File: src/rtl/ysyx_22050612_pkg.sv
// rtl/ysyx_22050612_pkg.sv - shared types and constants for the instruction fetch unit
package ysyx_22050612_pkg;

    localparam int XLEN = 64;

    localparam logic [XLEN-1:0] RESET_PC_DEFAULT = 64'h8000_0000;
    localparam logic [31:0]     NOP_INST         = 32'h0000_0013;

    typedef enum logic [1:0] {
        ST_REQ  = 2'd0,
        ST_WAIT = 2'd1,
        ST_HOLD = 2'd2
    } ifu_state_t;

    // Instructions are 32-bit; any PC not on a word boundary is faulted without a bus access.
    function automatic logic pc_misaligned(input logic [XLEN-1:0] pc);
        return pc[1:0] != 2'b00;
    endfunction

endpackage

File: src/rtl/ysyx_22050612_ifu_if.sv
// rtl/ysyx_22050612_ifu_if.sv - fetch unit memory port and EXU handoff bundle
interface ysyx_22050612_ifu_if;
    import ysyx_22050612_pkg::*;

    logic            imem_req_valid;
    logic            imem_req_ready;
    logic [XLEN-1:0] imem_req_addr;
    logic            imem_rsp_valid;
    logic [31:0]     imem_rsp_data;
    logic            imem_rsp_err;

    logic            out_valid;
    logic            out_ready;
    logic [XLEN-1:0] out_pc;
    logic [31:0]     out_inst;
    logic            out_fault;
    logic [XLEN-1:0] exu_dnpc;
    logic [XLEN-1:0] fetch_cnt;

    modport master (
        output imem_req_valid, imem_req_addr,
        input  imem_req_ready, imem_rsp_valid, imem_rsp_data, imem_rsp_err,
        output out_valid, out_pc, out_inst, out_fault, fetch_cnt,
        input  out_ready, exu_dnpc
    );

    modport slave (
        input  imem_req_valid, imem_req_addr,
        output imem_req_ready, imem_rsp_valid, imem_rsp_data, imem_rsp_err,
        input  out_valid, out_pc, out_inst, out_fault, fetch_cnt,
        output out_ready, exu_dnpc
    );

endinterface

File: src/rtl/ysyx_22050612_pc_reg.sv
// rtl/ysyx_22050612_pc_reg.sv - architectural PC register with load enable
module ysyx_22050612_pc_reg
    import ysyx_22050612_pkg::*;
#(
    parameter logic [XLEN-1:0] RESET_PC = RESET_PC_DEFAULT
) (
    input  logic            clk,
    input  logic            rst_n,
    input  logic            load_i,
    input  logic [XLEN-1:0] d_i,
    output logic [XLEN-1:0] q_o
);

    logic [XLEN-1:0] pc_q;

    always_ff @(posedge clk or negedge rst_n) begin
        if (!rst_n) begin
            pc_q <= RESET_PC;
        end else if (load_i) begin
            pc_q <= d_i;
        end
    end

    assign q_o = pc_q;

endmodule

File: src/rtl/ysyx_22050612_ifu.sv
// rtl/ysyx_22050612_ifu.sv - single-outstanding instruction fetch unit feeding the EXU
module ysyx_22050612_ifu
    import ysyx_22050612_pkg::*;
#(
    parameter logic [XLEN-1:0] RESET_PC = RESET_PC_DEFAULT,
    parameter logic [31:0]     NOP_INST = ysyx_22050612_pkg::NOP_INST
) (
    input  logic                clk,
    input  logic                rst_n,
    ysyx_22050612_ifu_if.master bus
);

    ifu_state_t      state_q, state_d;
    logic [XLEN-1:0] pc_q;
    logic [XLEN-1:0] pc_d;
    logic            pc_load;
    logic            req_valid_q, req_valid_d;
    logic [31:0]     inst_q, inst_d;
    logic            fault_q, fault_d;
    logic [XLEN-1:0] cnt_q, cnt_d;
    logic            req_fire;
    logic            out_fire;

    // req_valid_q is only ever set while the FSM sits in REQ with an aligned PC.
    assign req_fire = req_valid_q && bus.imem_req_ready;
    assign out_fire = (state_q == ST_HOLD) && bus.out_ready;
    assign pc_load  = out_fire;
    assign pc_d     = pc_load ? bus.exu_dnpc : pc_q;

    ysyx_22050612_pc_reg #(
        .RESET_PC (RESET_PC)
    ) u_pc_reg (
        .clk    (clk),
        .rst_n  (rst_n),
        .load_i (pc_load),
        .d_i    (bus.exu_dnpc),
        .q_o    (pc_q)
    );

    always_comb begin
        state_d = state_q;
        inst_d  = inst_q;
        fault_d = fault_q;
        cnt_d   = cnt_q;
        case (state_q)
            ST_REQ: begin
                if (pc_misaligned(pc_q)) begin
                    inst_d  = NOP_INST;
                    fault_d = 1'b1;
                    state_d = ST_HOLD;
                end else if (req_fire) begin
                    state_d = ST_WAIT;
                end
            end
            ST_WAIT: begin
                if (bus.imem_rsp_valid) begin
                    inst_d  = bus.imem_rsp_err ? NOP_INST : bus.imem_rsp_data;
                    fault_d = bus.imem_rsp_err;
                    state_d = ST_HOLD;
                end
            end
            ST_HOLD: begin
                if (bus.out_ready) begin
                    cnt_d   = cnt_q + 1'b1;
                    state_d = ST_REQ;
                end
            end
            default: state_d = ST_REQ;
        endcase
    end

    // Registered request valid keeps it low through reset and rising one cycle after release.
    assign req_valid_d = (state_d == ST_REQ) && !pc_misaligned(pc_d);

    always_ff @(posedge clk or negedge rst_n) begin
        if (!rst_n) begin
            state_q     <= ST_REQ;
            req_valid_q <= 1'b0;
            inst_q      <= NOP_INST;
            fault_q     <= 1'b0;
            cnt_q       <= '0;
        end else begin
            state_q     <= state_d;
            req_valid_q <= req_valid_d;
            inst_q      <= inst_d;
            fault_q     <= fault_d;
            cnt_q       <= cnt_d;
        end
    end

    assign bus.imem_req_valid = req_valid_q;
    assign bus.imem_req_addr  = pc_q;
    assign bus.out_valid      = (state_q == ST_HOLD);
    assign bus.out_pc         = pc_q;
    assign bus.out_inst       = inst_q;
    assign bus.out_fault      = fault_q;
    assign bus.fetch_cnt      = cnt_q;

endmodule

File: src/flat_wrapper.sv
// flat-port wrapper written by rule: the top's interface ports become plain ports
module ysyx_22050612_ifu_flat import ysyx_22050612_pkg::*;
#(
    parameter logic [XLEN-1:0] RESET_PC = RESET_PC_DEFAULT,
    parameter logic [31:0]     NOP_INST = ysyx_22050612_pkg::NOP_INST
)
  (clk, rst_n, bus_imem_req_valid, bus_imem_req_addr, bus_imem_req_ready, bus_imem_rsp_valid, bus_imem_rsp_data, bus_imem_rsp_err, bus_out_valid, bus_out_pc, bus_out_inst, bus_out_fault, bus_fetch_cnt, bus_out_ready, bus_exu_dnpc);
  ysyx_22050612_ifu_if bus_i ();
  input  logic clk;
  input  logic rst_n;
  output wire logic [$bits(bus_i.imem_req_valid)-1:0] bus_imem_req_valid;
  output wire logic [$bits(bus_i.imem_req_addr)-1:0] bus_imem_req_addr;
  input wire logic [$bits(bus_i.imem_req_ready)-1:0] bus_imem_req_ready;
  input wire logic [$bits(bus_i.imem_rsp_valid)-1:0] bus_imem_rsp_valid;
  input wire logic [$bits(bus_i.imem_rsp_data)-1:0] bus_imem_rsp_data;
  input wire logic [$bits(bus_i.imem_rsp_err)-1:0] bus_imem_rsp_err;
  output wire logic [$bits(bus_i.out_valid)-1:0] bus_out_valid;
  output wire logic [$bits(bus_i.out_pc)-1:0] bus_out_pc;
  output wire logic [$bits(bus_i.out_inst)-1:0] bus_out_inst;
  output wire logic [$bits(bus_i.out_fault)-1:0] bus_out_fault;
  output wire logic [$bits(bus_i.fetch_cnt)-1:0] bus_fetch_cnt;
  input wire logic [$bits(bus_i.out_ready)-1:0] bus_out_ready;
  input wire logic [$bits(bus_i.exu_dnpc)-1:0] bus_exu_dnpc;
  assign bus_imem_req_valid = bus_i.imem_req_valid;
  assign bus_imem_req_addr = bus_i.imem_req_addr;
  assign bus_i.imem_req_ready = bus_imem_req_ready;
  assign bus_i.imem_rsp_valid = bus_imem_rsp_valid;
  assign bus_i.imem_rsp_data = bus_imem_rsp_data;
  assign bus_i.imem_rsp_err = bus_imem_rsp_err;
  assign bus_out_valid = bus_i.out_valid;
  assign bus_out_pc = bus_i.out_pc;
  assign bus_out_inst = bus_i.out_inst;
  assign bus_out_fault = bus_i.out_fault;
  assign bus_fetch_cnt = bus_i.fetch_cnt;
  assign bus_i.out_ready = bus_out_ready;
  assign bus_i.exu_dnpc = bus_exu_dnpc;
  ysyx_22050612_ifu #(.RESET_PC(RESET_PC), .NOP_INST(NOP_INST)) u_core (.clk(clk), .rst_n(rst_n), .bus(bus_i));
endmodule
File: config.mk
export PLATFORM = sky130hd
export DESIGN_NAME = ysyx_22050612_ifu_flat
export DESIGN_NICKNAME = d
export VERILOG_FILES = /design/src/rtl/ysyx_22050612_pkg.sv /design/src/rtl/ysyx_22050612_ifu_if.sv /design/src/rtl/ysyx_22050612_pc_reg.sv /design/src/rtl/ysyx_22050612_ifu.sv /design/src/flat_wrapper.sv
export SDC_FILE = /design/constraint.sdc
export NUM_CORES = 1
export LEC_CHECK = 0
export ABC_AREA = 1
export BUFFER_PORTS_ARGS = -buffer_cell sky130_fd_sc_hd__buf_4
export CORE_AREA = 2 2 128 130
export DETAILED_ROUTE_END_ITERATION = 8
export DIE_AREA = 0 0 130 132
export PLACE_DENSITY = 0.85
export SLEW_MARGIN = 20
export SYNTH_ARGS = -nofsm -noshare
export SYNTH_HDL_FRONTEND = slang
export SYNTH_HIERARCHICAL = 1
export SYNTH_SLANG_ARGS = --single-unit
File: constraint.sdc
create_clock -name clk -period 2.4 [get_ports clk]
set_input_delay 0.48 -clock clk [delete_from_list [all_inputs] [get_ports clk]]
set_output_delay 0.48 -clock clk [all_outputs]
set_load 0.03 [all_outputs]
# Yosys cells after proc, flatten, opt, wreduce, memory -nomap -nowiden

Index checks and enable logic that the tools add are counted.

Word-level logic and storage cells: 36
Input port bits: 102
Bits in registers: 164
Output and inout port bits: 227

Eq/ne operators: 4
Muxes and demuxes: 13
Reduce and logical (&&, ||, !) cells: 11
Add/subtract/negate cells: 1

Operator list:

| operator              | count |
|---|---|
| $mux 32               | 3 |
| $add 64x1->64 const B | 1 |
| $pmux 32 s2           | 1 |
| $mux 2                | 5 |
| $pmux 2 s3            | 1 |
| $reduce_bool 2->1     | 3 |
| $logic_not 2->1       | 2 |
| $logic_and 1x1->1     | 3 |
| $reduce_and 3->1      | 1 |
| $eq 2x1->1 const B    | 1 |
| $eq 2x2->1 const B    | 1 |
| $mux 1                | 2 |
| $ne 2x1->1 const B    | 1 |
| $ne 2x2->1 const B    | 1 |
| $pmux 1 s2            | 1 |
| $reduce_and 2->1      | 1 |
| $logic_not 1->1       | 1 |

# Longest topological paths before layout

Depth in word-level cells: 6
Depth in mapped cells: 11
Depth with buffers taken out: 11

# Cells and area by module

Netlist, hierarchy kept.

By module, submodules not included:

| module               | seq. area each (µm²) | area each (µm²) | times used | cells each |
|---|---|---|---|---|
| ysyx_22050612_ifu    | 2506.2               | 5744.3          | 1          | 725 |
| ysyx_22050612_pc_reg | 1602.8               | 2447.3          | 1          | 270 |

# Worst setup path before layout

No wires, ideal clock.

Path kind: reg2reg
Start point: reg u_core.cnt_q[1] (netlist: u_core/bus.fetch_cnt[1])
End point: reg u_core.cnt_q[60] (netlist: u_core/bus.fetch_cnt[60])
Data arrival time: 1.608 ns
Clock period less this slack: 1.726 ns
Path slack: 0.674 ns
Data required time: 2.282 ns
Path buffers: 0
Setup time: 0.118 ns
Cell stages (with the launch flop): 11
Path through: dfrtp_1 -> ha_1 -> inv_1 -> nor2_4 -> nand2_2 -> nor2_4 -> nand3_2 -> nor2_2 -> nand2_1 -> nand2_1 -> nand2_1

Longest elaborated chain between the ends: 1

RTL lines:

| what                   | RTL line                | source |
|---|---|---|
| start, declared        | ysyx_22050612_ifu.sv:20 | `logic [XLEN-1:0] cnt_q, cnt_d;` |
| start signal, assigned | ysyx_22050612_ifu.sv:87 | `cnt_q <= cnt_d;` |
| $add 64x1->64          | ysyx_22050612_ifu.sv:64 | `cnt_d = cnt_q + 1'b1;` |

No other way between the ends.
A chain may end at the register's enable or synchronous reset.

# Worst setup path in the final report

Start point: reg u_core.state_q[0]
End point: reg u_core.cnt_q[51] (netlist: u_core/bus.fetch_cnt[51])

Longest elaborated chain between the ends: 2

RTL lines:

| what                       | RTL line                | source |
|---|---|---|
| start, declared            | ysyx_22050612_ifu.sv:13 | `ifu_state_t state_q, state_d;` |
| start signal, assigned     | ysyx_22050612_ifu.sv:83 | `state_q <= state_d;` |
| $eq 2x2->1                 | ysyx_22050612_ifu.sv:45 | `case (state_q)` |
| $reduce_and 2->1 (no line) | n/a                     |  |

No other way between the ends.

==> qor.csv <==
metric,value,unit
outcome,"complete, no violations",
area of the multi-input gates,3173,µm²
core area,15710,µm²
Detail Placement HPWL,18.78,mm
Fmax,0.5216,GHz
ANT cells,0,
hold crit path type,primary input to flop,
Flop pwr share,31.7,%
Final period util,79.89,%
GR Util met1,33.87,%
DR iter-0 viols,716,
first-pass GRT wire length,38.65,mm
gr usage total,28.99,%
slowest cell delay on critical path,0.38,ns
"reg-to-reg slack, setup",0.48,ns
largest net degree at the start of global routing,50,
crit path time final,1.917,ns
WS Path Type,flop to flop,
MaxCap Viol Count,0,
Die Width,130,µm
worst hold slack,0.2550,ns
drt total wl,25.13,mm
GR Util met2,47.47,%
Port Buf Inserts,328,
Antenna Violating Nets Remaining,0,
Worst Max-Slew Pin Slew,0.5333,ns
Worst path slowest cell,dfrtp_1,
crit end category,flop,
setup TNS,0,ns
htree depth,4,
Final setup viols,0,
worst hold path cell count,3,
"Buf+Inv Stages, Crit Path",3,
register area,4109,µm²
top_reg_cell synth,dfrtp_1,
"Seq/Total Area, Yosys",50.16,%
NetSw,5.629,mW
clock skew,0.01030,ns
maximum vdd drop,0.8591,mV
clk root buf,clkbuf_16,
RSZ-0062 raised after global routing,false,
Mapped Area,8192,µm²
via count,7729,
Clock Latency Late Sink,0.43,ns
Worst path depth,10,
power density cells,1153,nW/µm²
Pint,7.060,mW
Die Area,17160,µm²
DRC,0,
DR pass1 iterations,5,
"EDFF count, synth",0,
Layout Cells excl Fill,1495,
Initial Util,52.13,%
yosys warns,6,
"commonest non-fill, non-tap cell in the layout",nand2_1,
startpoint types,flop,
syn_area_per_cell,8.233,µm²
Leak,5.751,nW
Register-to-Register Path Depth,10,
Top Family by Delay on Critical Path,simple AND/OR/NAND/NOR gates,
placer congestion estimate,0.9407,
initial antenna violation count,0,
Fillers,1199,
post-CTS setup buffer count,0,
grt ovf,0,
Yosys reg bits,164,
unique cell type count in the Yosys netlist,36,
number of cells produced by synthesis,995,
busiest grt layer,met2,
Net Sw Frac,44.36,%
Clock Sinks,164,
syn_nets,1098,
WL per Instance,16.81,µm
# IOs,329,
Site Rows,46,
CTS Buf Count,17,
"Async S/R FF share, synth",100.0,%
vias per cell,5.170,
layout cell share with drive strength beyond 1,31.90,%
max_slew headroom,64.17,%
CTS tree,done,
fin nets,1369,
Worst-path clk slew,0.06,ns
Clk network pwr share,21.8,%
Syn-to-layout area delta,34.37,%
CP required,2.71,ns
crit path cell chain,inv_1 -> nand3_4 -> inv_6 -> nand2_2 -> inv_2 -> nand2_1 -> nor2_4 -> nand3_1 -> nand2_1 -> nand2_1,
number of global-route vias before repair,7323,
Logic pwr share,46.5,%
Max Fanout on Critical Path,40,
Placed Cells,1462,
Die Ht,132,µm
CP dominant cell by count,nand2_1,
CTS Buffer Depth,2,
fin. max-slew vios,0,
"commonest cells after routing, fill and taps aside","nand2_1 (397), buf_4 (333), dfrtp_1 (160), nor2_1 (79), inv_1 (64)",
WP data arrival,2.23,ns
Final Hold Viols,0,
met3 GRT Util,9.010,%
-- cell usage after synthesis (2+ instances only) --
library cell | n | area [µm²]
a21oi_1 | 3 | 15.01
and3_1 | 2 | 12.51
buf_2 | 6 | 30.03
buf_4 | 65 | 488.0
clkbuf_1 | 9 | 33.78
clkbuf_8 | 6 | 82.58
dfrtp_1 | 160 | 4004
dfstp_2 | 4 | 105.1
inv_1 | 64 | 240.2
inv_2 | 3 | 11.26
nand2_1 | 397 | 1490
nand2_2 | 8 | 50.05
nand2_4 | 2 | 22.52
nand3_1 | 37 | 185.2
nand3_2 | 3 | 30.03
nand3b_1 | 2 | 15.01
nand4_1 | 21 | 131.4
nor2_1 | 79 | 296.5
nor2_2 | 10 | 62.56
nor2_4 | 8 | 90.09
nor3_1 | 12 | 60.06
nor3_4 | 2 | 32.53
nor3b_1 | 2 | 15.01
o21ai_0 | 35 | 175.2
xnor2_1 | 25 | 219.0
xor2_1 | 20 | 175.2
-- area by class of cell --
| class | instances | share of cell area [%] |
|---|---|---|
| multi-input combinational | 676 | 28.83 |
| timing repair buffer | 339 | 23.63 |
| clock inverter | 5 | 0.9094 |
| inverter | 68 | 2.364 |
| clock buffer | 27 | 4.479 |
| tap | 216 | 2.455 |
| sequential | 164 | 37.33 |
-- path summary, 6_finish.rpt --
kind                                        start                        to
min in group asynchronous                   rst_n  u_core/bus.fetch_cnt[58]
hold / removal                    bus_exu_dnpc[6]    u_core/u_pc_reg/q_o[6]
max in group asynchronous                   rst_n   u_core/u_pc_reg/q_o[31]
setup / recovery                u_core/state_q[0]  u_core/bus.fetch_cnt[51]
setup reg to reg                u_core/state_q[0]  u_core/bus.fetch_cnt[51]
hold reg to reg            u_core/bus.out_inst[0]    u_core/bus.out_inst[0]
-- layer usage --
layer / vias to the layer above / share of wire [%] / wire length (µm)
li1: 3572 / - / -
met1: 3662 / 37 / 9267
met2: 413 / 48 / 12170
met3: 82 / 9.6 / 2425
met4: 0 / 5.1 / 1272
met5: - / 0 / 0
-- metrics by stage --
| step | instance area, µm² | setup WS [ns] | total power, mW | utilization (%) |
|---|---|---|---|---|
| 4_1_cts | 11010 | 0.5055 | 12.70 | 70.05 |
| 5_1_grt | 11010 | 0.3276 | 13.23 | 70.05 |
| 3_5_place_dp | 10400 | 0.5143 | 9.925 | 66.21 |
| 3_3_place_gp | 10400 | 0.5863 | 9.796 | 66.21 |
| 6_report | 11010 | 0.4827 | 12.69 | 70.05 |
| 2_1_floorplan | 8192 | 0.6742 | 8.090 | - |
-- registers in the layout, indices dropped and copies added (netlist names) --
name / flops
u_core/bus.imem_req_valid: 1
u_core/state_q: 2
u_core/u_pc_reg/q_o: 64
u_core/bus.out_inst: 32
u_core/bus.out_fault: 1
u_core/bus.fetch_cnt: 64
-- worst reg2reg max path, stage by stage, from the launching register on --
cell and delay [ns]:
dfrtp_1 0.38, inv_1 0.18, nand3_4 0.20, inv_6 0.33, nand2_2 0.11, inv_2 0.06
nand2_1 0.07, nor2_4 0.19, nand3_1 0.13, nand2_1 0.10, nand2_1 0.05
-- power groups by stage --
| stage | sequential, mW | clock (mW) | combinational, mW |
|---|---|---|---|
| 2_1_floorplan | 5.15 | 0 | 2.94 |
| 3_3_place_gp | 4.04 | 0 | 5.76 |
| 3_5_place_dp | 4.06 | 0 | 5.87 |
| 4_1_cts | 4.02 | 2.79 | 5.89 |
| 5_1_grt | 4.10 | 2.90 | 6.22 |
| 6_report | 4.03 | 2.76 | 5.90 |
-- cells by family after synthesis --
kind of cell               after synthesis  synth area share [%]
AOI/OAI and AO/OA                       40                 2.474
xor gates and xnor gates                46                 5.010
adders and majority gates                1                0.1527
buffers and inverters                  155                 11.10
DFF                                    164                 50.16
and+or+nand+nor                        589                 31.10
-- timing repair --
action | CTS | global route
resized for setup | 0 | 0
hold endpoints to repair | 10 | 0
hold buffers | 1 | 0
No activity file was read; power rests on OpenSTA's default activity.
